File: config.mk
export PLATFORM = sky130hd
export DESIGN_NAME = tc_to_7seg_multi
export DESIGN_NICKNAME = d
export VERILOG_FILES = /design/src/rtl/tc_to_7seg_multi.sv
export SDC_FILE = /design/constraint.sdc
export NUM_CORES = 1
export LEC_CHECK = 0
export BUFFER_PORTS_ARGS = -buffer_cell sky130_fd_sc_hd__buf_4
export CAP_MARGIN = 20
export CORE_MARGIN = 2
export CORE_UTILIZATION = 56
export DETAILED_ROUTE_END_ITERATION = 8
export GPL_TIMING_DRIVEN = 0
export HOLD_SLACK_MARGIN = 0.08
export PLACE_DENSITY = 0.77
export SYNTH_ARGS = -nofsm -noshare
export SYNTH_HDL_FRONTEND = slang
export SYNTH_SLANG_ARGS = --single-unit
File: constraint.sdc
create_clock -name clk -period 1.8 [get_ports clk]
set_input_delay 0.09 -clock clk [delete_from_list [all_inputs] [get_ports clk]]
set_output_delay 0.09 -clock clk [all_outputs]
set_load 0.02 [all_outputs]
File: src/rtl/tc_to_7seg_multi.sv
// Sequential two's-complement to multi-digit 7-segment driver.
// Captures a signed operand on load, converts |N| to BCD with an iterative
// shift-add-3 engine, then registers active-low sign and digit glyphs.
// Optional feature macro: TC7SEG_LZB_EN (leading-zero blanking).
module tc_to_7seg_multi #(
  parameter int unsigned WIDTH  = 8,
  parameter int unsigned DIGITS = 3
) (
  input  logic                  clk,
  input  logic                  reset,
  input  logic                  load,
  input  logic [WIDTH-1:0]      N,
  output logic                  busy,
  output logic                  valid,
  output logic [6:0]            Sign,
  output logic [7*DIGITS-1:0]   Magnitude
);

  localparam int unsigned BCD_W = 4 * DIGITS;
  localparam int unsigned CNT_W = $clog2(WIDTH + 1);
  localparam logic [6:0]  SEG_BLANK = 7'b1111111;
  localparam logic [6:0]  SEG_MINUS = 7'b0111111;

  // True when DIGITS decimal digits can hold 2^(w-1).
  function automatic bit digits_fit(input int unsigned d, input int unsigned w);
    longint unsigned p;
    longint unsigned lim;
    p   = 64'd1;
    lim = 64'd1 << (w - 1);
    for (int unsigned i = 0; i < d; i++) begin
      if (p > lim) return 1'b1;
      p = p * 64'd10;
    end
    return p > lim;
  endfunction

  if (WIDTH < 2 || WIDTH > 16) begin : g_width_chk
    $error("tc_to_7seg_multi: WIDTH must be in 2..16");
  end
  if (!digits_fit(DIGITS, WIDTH)) begin : g_digits_chk
    $error("tc_to_7seg_multi: DIGITS too small for WIDTH");
  end

  // Active-low glyph for one BCD digit; non-decimal codes show blank.
  function automatic logic [6:0] glyph(input logic [3:0] d);
    case (d)
      4'd0:    glyph = 7'b1000000;
      4'd1:    glyph = 7'b1111001;
      4'd2:    glyph = 7'b0100100;
      4'd3:    glyph = 7'b0110000;
      4'd4:    glyph = 7'b0011001;
      4'd5:    glyph = 7'b0010010;
      4'd6:    glyph = 7'b0000010;
      4'd7:    glyph = 7'b1111000;
      4'd8:    glyph = 7'b0000000;
      4'd9:    glyph = 7'b0010000;
      default: glyph = SEG_BLANK;
    endcase
  endfunction

  typedef enum logic [1:0] {IDLE, SHIFT, ENCODE} state_t;

  state_t                state_q, state_d;
  logic                  sign_q, sign_d;
  logic [WIDTH-1:0]      mag_q, mag_d;
  logic [BCD_W-1:0]      bcd_q, bcd_d;
  logic [BCD_W-1:0]      bcd_adj;
  logic [CNT_W-1:0]      cnt_q, cnt_d;
  logic                  busy_q, busy_d;
  logic                  valid_q, valid_d;
  logic [6:0]            sign_seg_q, sign_seg_d;
  logic [7*DIGITS-1:0]   mag_seg_q, mag_seg_d;
`ifdef TC7SEG_LZB_EN
  logic                  lz_seen;
`endif

  // State and output registers with synchronous reset.
  always_ff @(posedge clk) begin
    if (reset) begin
      state_q    <= IDLE;
      sign_q     <= 1'b0;
      mag_q      <= '0;
      bcd_q      <= '0;
      cnt_q      <= '0;
      busy_q     <= 1'b0;
      valid_q    <= 1'b0;
      sign_seg_q <= SEG_BLANK;
      mag_seg_q  <= '1;
    end else begin
      state_q    <= state_d;
      sign_q     <= sign_d;
      mag_q      <= mag_d;
      bcd_q      <= bcd_d;
      cnt_q      <= cnt_d;
      busy_q     <= busy_d;
      valid_q    <= valid_d;
      sign_seg_q <= sign_seg_d;
      mag_seg_q  <= mag_seg_d;
    end
  end

  // Next-state logic: capture, double-dabble shifting, glyph encoding.
  always_comb begin
    state_d    = state_q;
    sign_d     = sign_q;
    mag_d      = mag_q;
    bcd_d      = bcd_q;
    cnt_d      = cnt_q;
    busy_d     = busy_q;
    valid_d    = 1'b0;
    sign_seg_d = sign_seg_q;
    mag_seg_d  = mag_seg_q;
    bcd_adj    = bcd_q;
`ifdef TC7SEG_LZB_EN
    lz_seen    = 1'b0;
`endif

    case (state_q)
      IDLE: begin
        if (load) begin
          sign_d  = N[WIDTH-1];
          // Negating the most negative value wraps to 2^(WIDTH-1) unsigned.
          mag_d   = N[WIDTH-1] ? (~N + WIDTH'(1)) : N;
          bcd_d   = '0;
          cnt_d   = CNT_W'(WIDTH);
          busy_d  = 1'b1;
          state_d = SHIFT;
        end
      end

      SHIFT: begin
        for (int i = 0; i < int'(DIGITS); i++) begin
          if (bcd_q[4*i +: 4] >= 4'd5) begin
            bcd_adj[4*i +: 4] = bcd_q[4*i +: 4] + 4'd3;
          end
        end
        {bcd_d, mag_d} = {bcd_adj, mag_q} << 1;
        cnt_d = cnt_q - CNT_W'(1);
        if (cnt_q == CNT_W'(1)) begin
          state_d = ENCODE;
        end
      end

      ENCODE: begin
        // A set sign bit implies a non-zero magnitude, so zero stays unsigned.
        sign_seg_d = sign_q ? SEG_MINUS : SEG_BLANK;
        for (int i = int'(DIGITS) - 1; i >= 0; i--) begin
`ifdef TC7SEG_LZB_EN
          if ((bcd_q[4*i +: 4] != 4'd0) || (i == 0)) begin
            lz_seen = 1'b1;
          end
          mag_seg_d[7*i +: 7] = lz_seen ? glyph(bcd_q[4*i +: 4]) : SEG_BLANK;
`else
          mag_seg_d[7*i +: 7] = glyph(bcd_q[4*i +: 4]);
`endif
        end
        valid_d = 1'b1;
        busy_d  = 1'b0;
        state_d = IDLE;
      end

      default: begin
        state_d = IDLE;
        busy_d  = 1'b0;
      end
    endcase
  end

  assign busy      = busy_q;
  assign valid     = valid_q;
  assign Sign      = sign_seg_q;
  assign Magnitude = mag_seg_q;

endmodule

==> impl.org <==
** Run status
- Run status :: finished, final reports clean

** Clock network
- After clock tree synthesis, the setup repair step added 0 buffers.
- The H-tree was split into 2 levels.
- Clock latency on the worst-skew pair :: about 0.31 ns
- The cell sitting at the root of the clock tree is a clkbuf_8.
- Deepest clock path buffer count :: 2
- Number of buffers added by the clock tree synthesis step :: 5
- Clock-pin slew on the worst setup and hold paths :: 0.09 ns
- TritonCTS built the clock tree.
- The clock net in this run drives a total of 51 sinks.

** Synthesis
- Mean instance size in the synthesized netlist :: 8.47 um^2
- Synthesis handed over a netlist of 317 instances.
- Number of distinct library cell variants in the gate-level netlist after synthesis :: slightly below 50
- Sequential area share after synthesis :: between 30% and 40%
- Synthesis inferred between 50 and 60 register bits.
- Among all flip-flop cells after synthesis, the most frequent one is dfxtp_1.
- Count of flip-flops with a built-in enable after synthesis :: 0
- Counting flops with an async set or reset pin after synthesis yields a share of 0%.
- Yosys Warn Count :: 0
- The cell area that synthesis handed to floorplanning was 0.00269 mm^2.

** Timing
- Between clock sinks in the finished design, the worst skew comes to 0.00998 ns.
- In this run the tightest slew margin relative to its limit is 59.3%.
- Final critical-path required period :: 1.68 ns
- At the pin with the least slew margin, the transition time is ~0.61 ns.
- Final setup violating endpoints :: 0
- Setup repair after global routing left no endpoint under its margin.
- In the finished design, the share of the clock period the worst path needs comes to 93.3%.
- Setup tns final :: 0 ns
- The number of hold-slack violations in the final timing report is 0.
- Post-Route Hold Slack :: 0.0840 ns
- The final max-slew violation count came to 0.
- Static timing analysis puts the maximum clock frequency at 595 MHz.

** Die
- Die X :: 73.3 um
- The core region is 0.00466 mm^2.
- Initial Utilization :: 57.6%
- In this run the core area contains 25 standard-cell rows.
- The die covers ~0.0054 mm^2.
- IO Pins :: just over 40
- Die extent in y :: 73.3 um

** Placed design
- Half-perimeter wire length after detailed placement :: 4490 um
- The congestion estimate from routability-driven global placement came to about 0.83.
- Instance area at placement :: 0.00302 mm^2
- Port buffering added 33 buffers.

** Power
- Summed over all cells, the static leakage comes to 0.00126 uW.
- Worst supply voltage drop on vdd :: 0.000449 V
- Power per standard cell area :: 698 mW/mm^2

** Critical path
- In this run the worst path has a maximum fanout of 6.
- Worst flop-to-flop path endpoint :: bcd_q[7]
- STA classifies the critical path startpoint as a flip-flop.
- For the worst flop-to-flop path, the logic depth is 6.
- On the critical path, the stage with the largest delay is an instance of dfxtp_1.
- Crit path largest cell delay :: 0.47 ns
- The kind of cell with the highest combined delay along the critical path is adder cells.
- Worst path bufs/invs :: 1
- Critical path start-end classification :: flip-flop to flip-flop
- STA puts the critical path data required time at 2.00 ns.
- Startpoint of the lowest-slack register-to-register path :: bcd_q[4]
- In this run the register-to-register setup slack is 0.12 ns.
- The most numerous cell type found on the critical path is ha_1.
- Kind of end point of the critical path :: flip-flop
- At the worst endpoint, the arrival time is 1.88 ns.
- Walking the worst path, the cells encountered are inv_1 -> ha_1 -> ha_1 -> o21bai_1 -> a22oi_1 -> o21ai_1.

** Layout
- Layout Nets :: a little under 400
- Leading cell type in the layout, fill and taps excluded :: dfxtp_1
- Summing all flip-flop and latch instances after layout gives 0.00102 mm^2.
- Number of filler instances in the final layout :: 409
- Area of combinational cells with multiple inputs :: approximately 0.0015 mm^2
- Relative to the synthesized area, the layout overhead comes to 17.1%.
- In the layout the commonest cells are dfxtp_1 (49), buf_4 (41), nand2_1 (33).
- Number of antenna diodes :: 0
- With fillers left out, the area of the finished cells amounts to 0.00315 mm^2.
- Of the cells placed in the final design, the portion with a size suffix greater than 1 is between 10% and 20%.

** Worst hold path
- The path class of the tightest hold or removal check is primary input to flip-flop.
- The worst hold path begins at N[2].
- Hold Path Depth :: 3
- Hold worst-path end :: mag_q[2]

** Detailed routing
- Antenna viol nets, final :: 0
- Number of DRC markers in iteration 0 :: 179
- Post-DR vias/cell :: ~5.7
- Overall via count from detail_route :: 2381
- For this run, the detailed router's first-pass iteration total came to 4.
- After detailed routing, the average wire length per cell comes to 14.8 um.
- In the routed design, unresolved DRC markers number 0.
- Wire segments on met2 add up to 2920 um in the final route.
- Sum of routed wire length over all layers :: 6200 um
- Highest metal layer with signal wires :: met4
- For this block, wires on met1 add up to between 2000 and 3000 um.
- Routed wire length on met3 :: 327 um

** Run
- Max-cap violations in this run came to 0.

** GRT
- The number of global-route vias before repair is 2185.
- Entering global routing, the biggest net connects 16 pins.
- Total track usage :: 25.1%
- The first global-routing pass estimated 10300 um of wire.
- Remaining global-route overflow :: 0
- The number of antenna violations at the first check in global routing came to 0.
==> tightest hold or removal path: cells and delay by family <==
kind                   cells  cell delay [ns]
buffers and inverters      1             0.10
AO/OA/AOI/OAI              1             0.06
XOR/XNOR                   1             0.10
==> logic make-up after synthesis <==
family,after synthesis,synth area share [%]
buffers and inverters,43,7.69
flip-flops,51,38.0
AO/OA/AOI/OAI,106,25.1
other,1,0.140
AND/OR/NAND/NOR,81,14.7
XOR/XNOR,10,3.26
adder cells (fa/ha/maj),19,8.85
multiplexers,6,2.28
==> registers in the layout (all words and copies together) (netlist names), 2 cells and up <==
signal     cells
cnt_q          4
bcd_q         12
Magnitude     21
state_q        2
mag_q          8
==> synthesized netlist by cell type, types with 7 or more instances <==
master	n	area, um^2
nand2b_1	10	62.6
nor2_1	19	71.3
ha_1	19	238
a22oi_1	8	60.1
xnor2_1	7	61.3
buf_4	8	60.1
a21oi_1	24	120
dfxtp_1	51	1020
o21ai_1	9	45.0
clkbuf_1	7	26.3
o21ai_0	24	120
o22ai_1	11	68.8
inv_1	19	71.3
nand2_1	33	124
==> repair_timing <==
item / CTS / global route
gates resized for setup: 0 / 6
hold buffers: 2 / 0
hold endpoints to repair: 3 / 0
endpoints found under the setup margin: 0 / 5
==> report_power, final <==
| part | switching, uW | internal, uW | leakage, uW |
|---|---|---|---|
| clock | 384 | 316 | 0.0000484 |
| combinational | 167 | 122 | 0.000796 |
| sequential | 34.9 | 1170 | 0.000416 |
==> layer usage <==
layer  global-route usage [%]  vias to the layer above
li1                         -                     1206
met1                     33.0                     1110
met2                     39.6                       50
met3                     5.62                       15
met4                     10.5                        0
met5                        0                        -
==> layout make-up <==
cell class                      count  share of cell area [%]
Timing Repair Buffer               35                    8.51
Buffer                             23                    4.21
Inverter                           20                    2.39
Tap cell                           54                    2.15
Multi-Input combinational cell    228                    47.2
Clock inverter                      1                   0.278
Clock buffer                        7                    2.74
Sequential cell                    51                    32.5
==> worst max path at each step <==
stage                     slack, ns  depth (start not counted)         to  startpoint
after detailed placement       0.06                          6   bcd_q[2]    bcd_q[1]
after global routing           0.02                          6  bcd_q[10]    bcd_q[9]
after floorplan                0.28                          6   bcd_q[2]    bcd_q[1]
after CTS                      0.04                          6   bcd_q[2]    bcd_q[1]
final                          0.12                          6   bcd_q[7]    bcd_q[4]
after global placement         0.09                          6   bcd_q[2]    bcd_q[1]
==> per-stage QoR <==
step                      setup WS [ns]  power (uW)  std cells  util [%]
after floorplan                   0.278        1420        322         -
after global placement           0.0927        1510        409      64.8
after detailed placement         0.0553        1520        409      64.8
after CTS                        0.0357        2210        419      67.3
after global routing             0.0160        2300        419      67.5
final                             0.121        2200        419      67.5
Power figures use the tool's default switching activity.
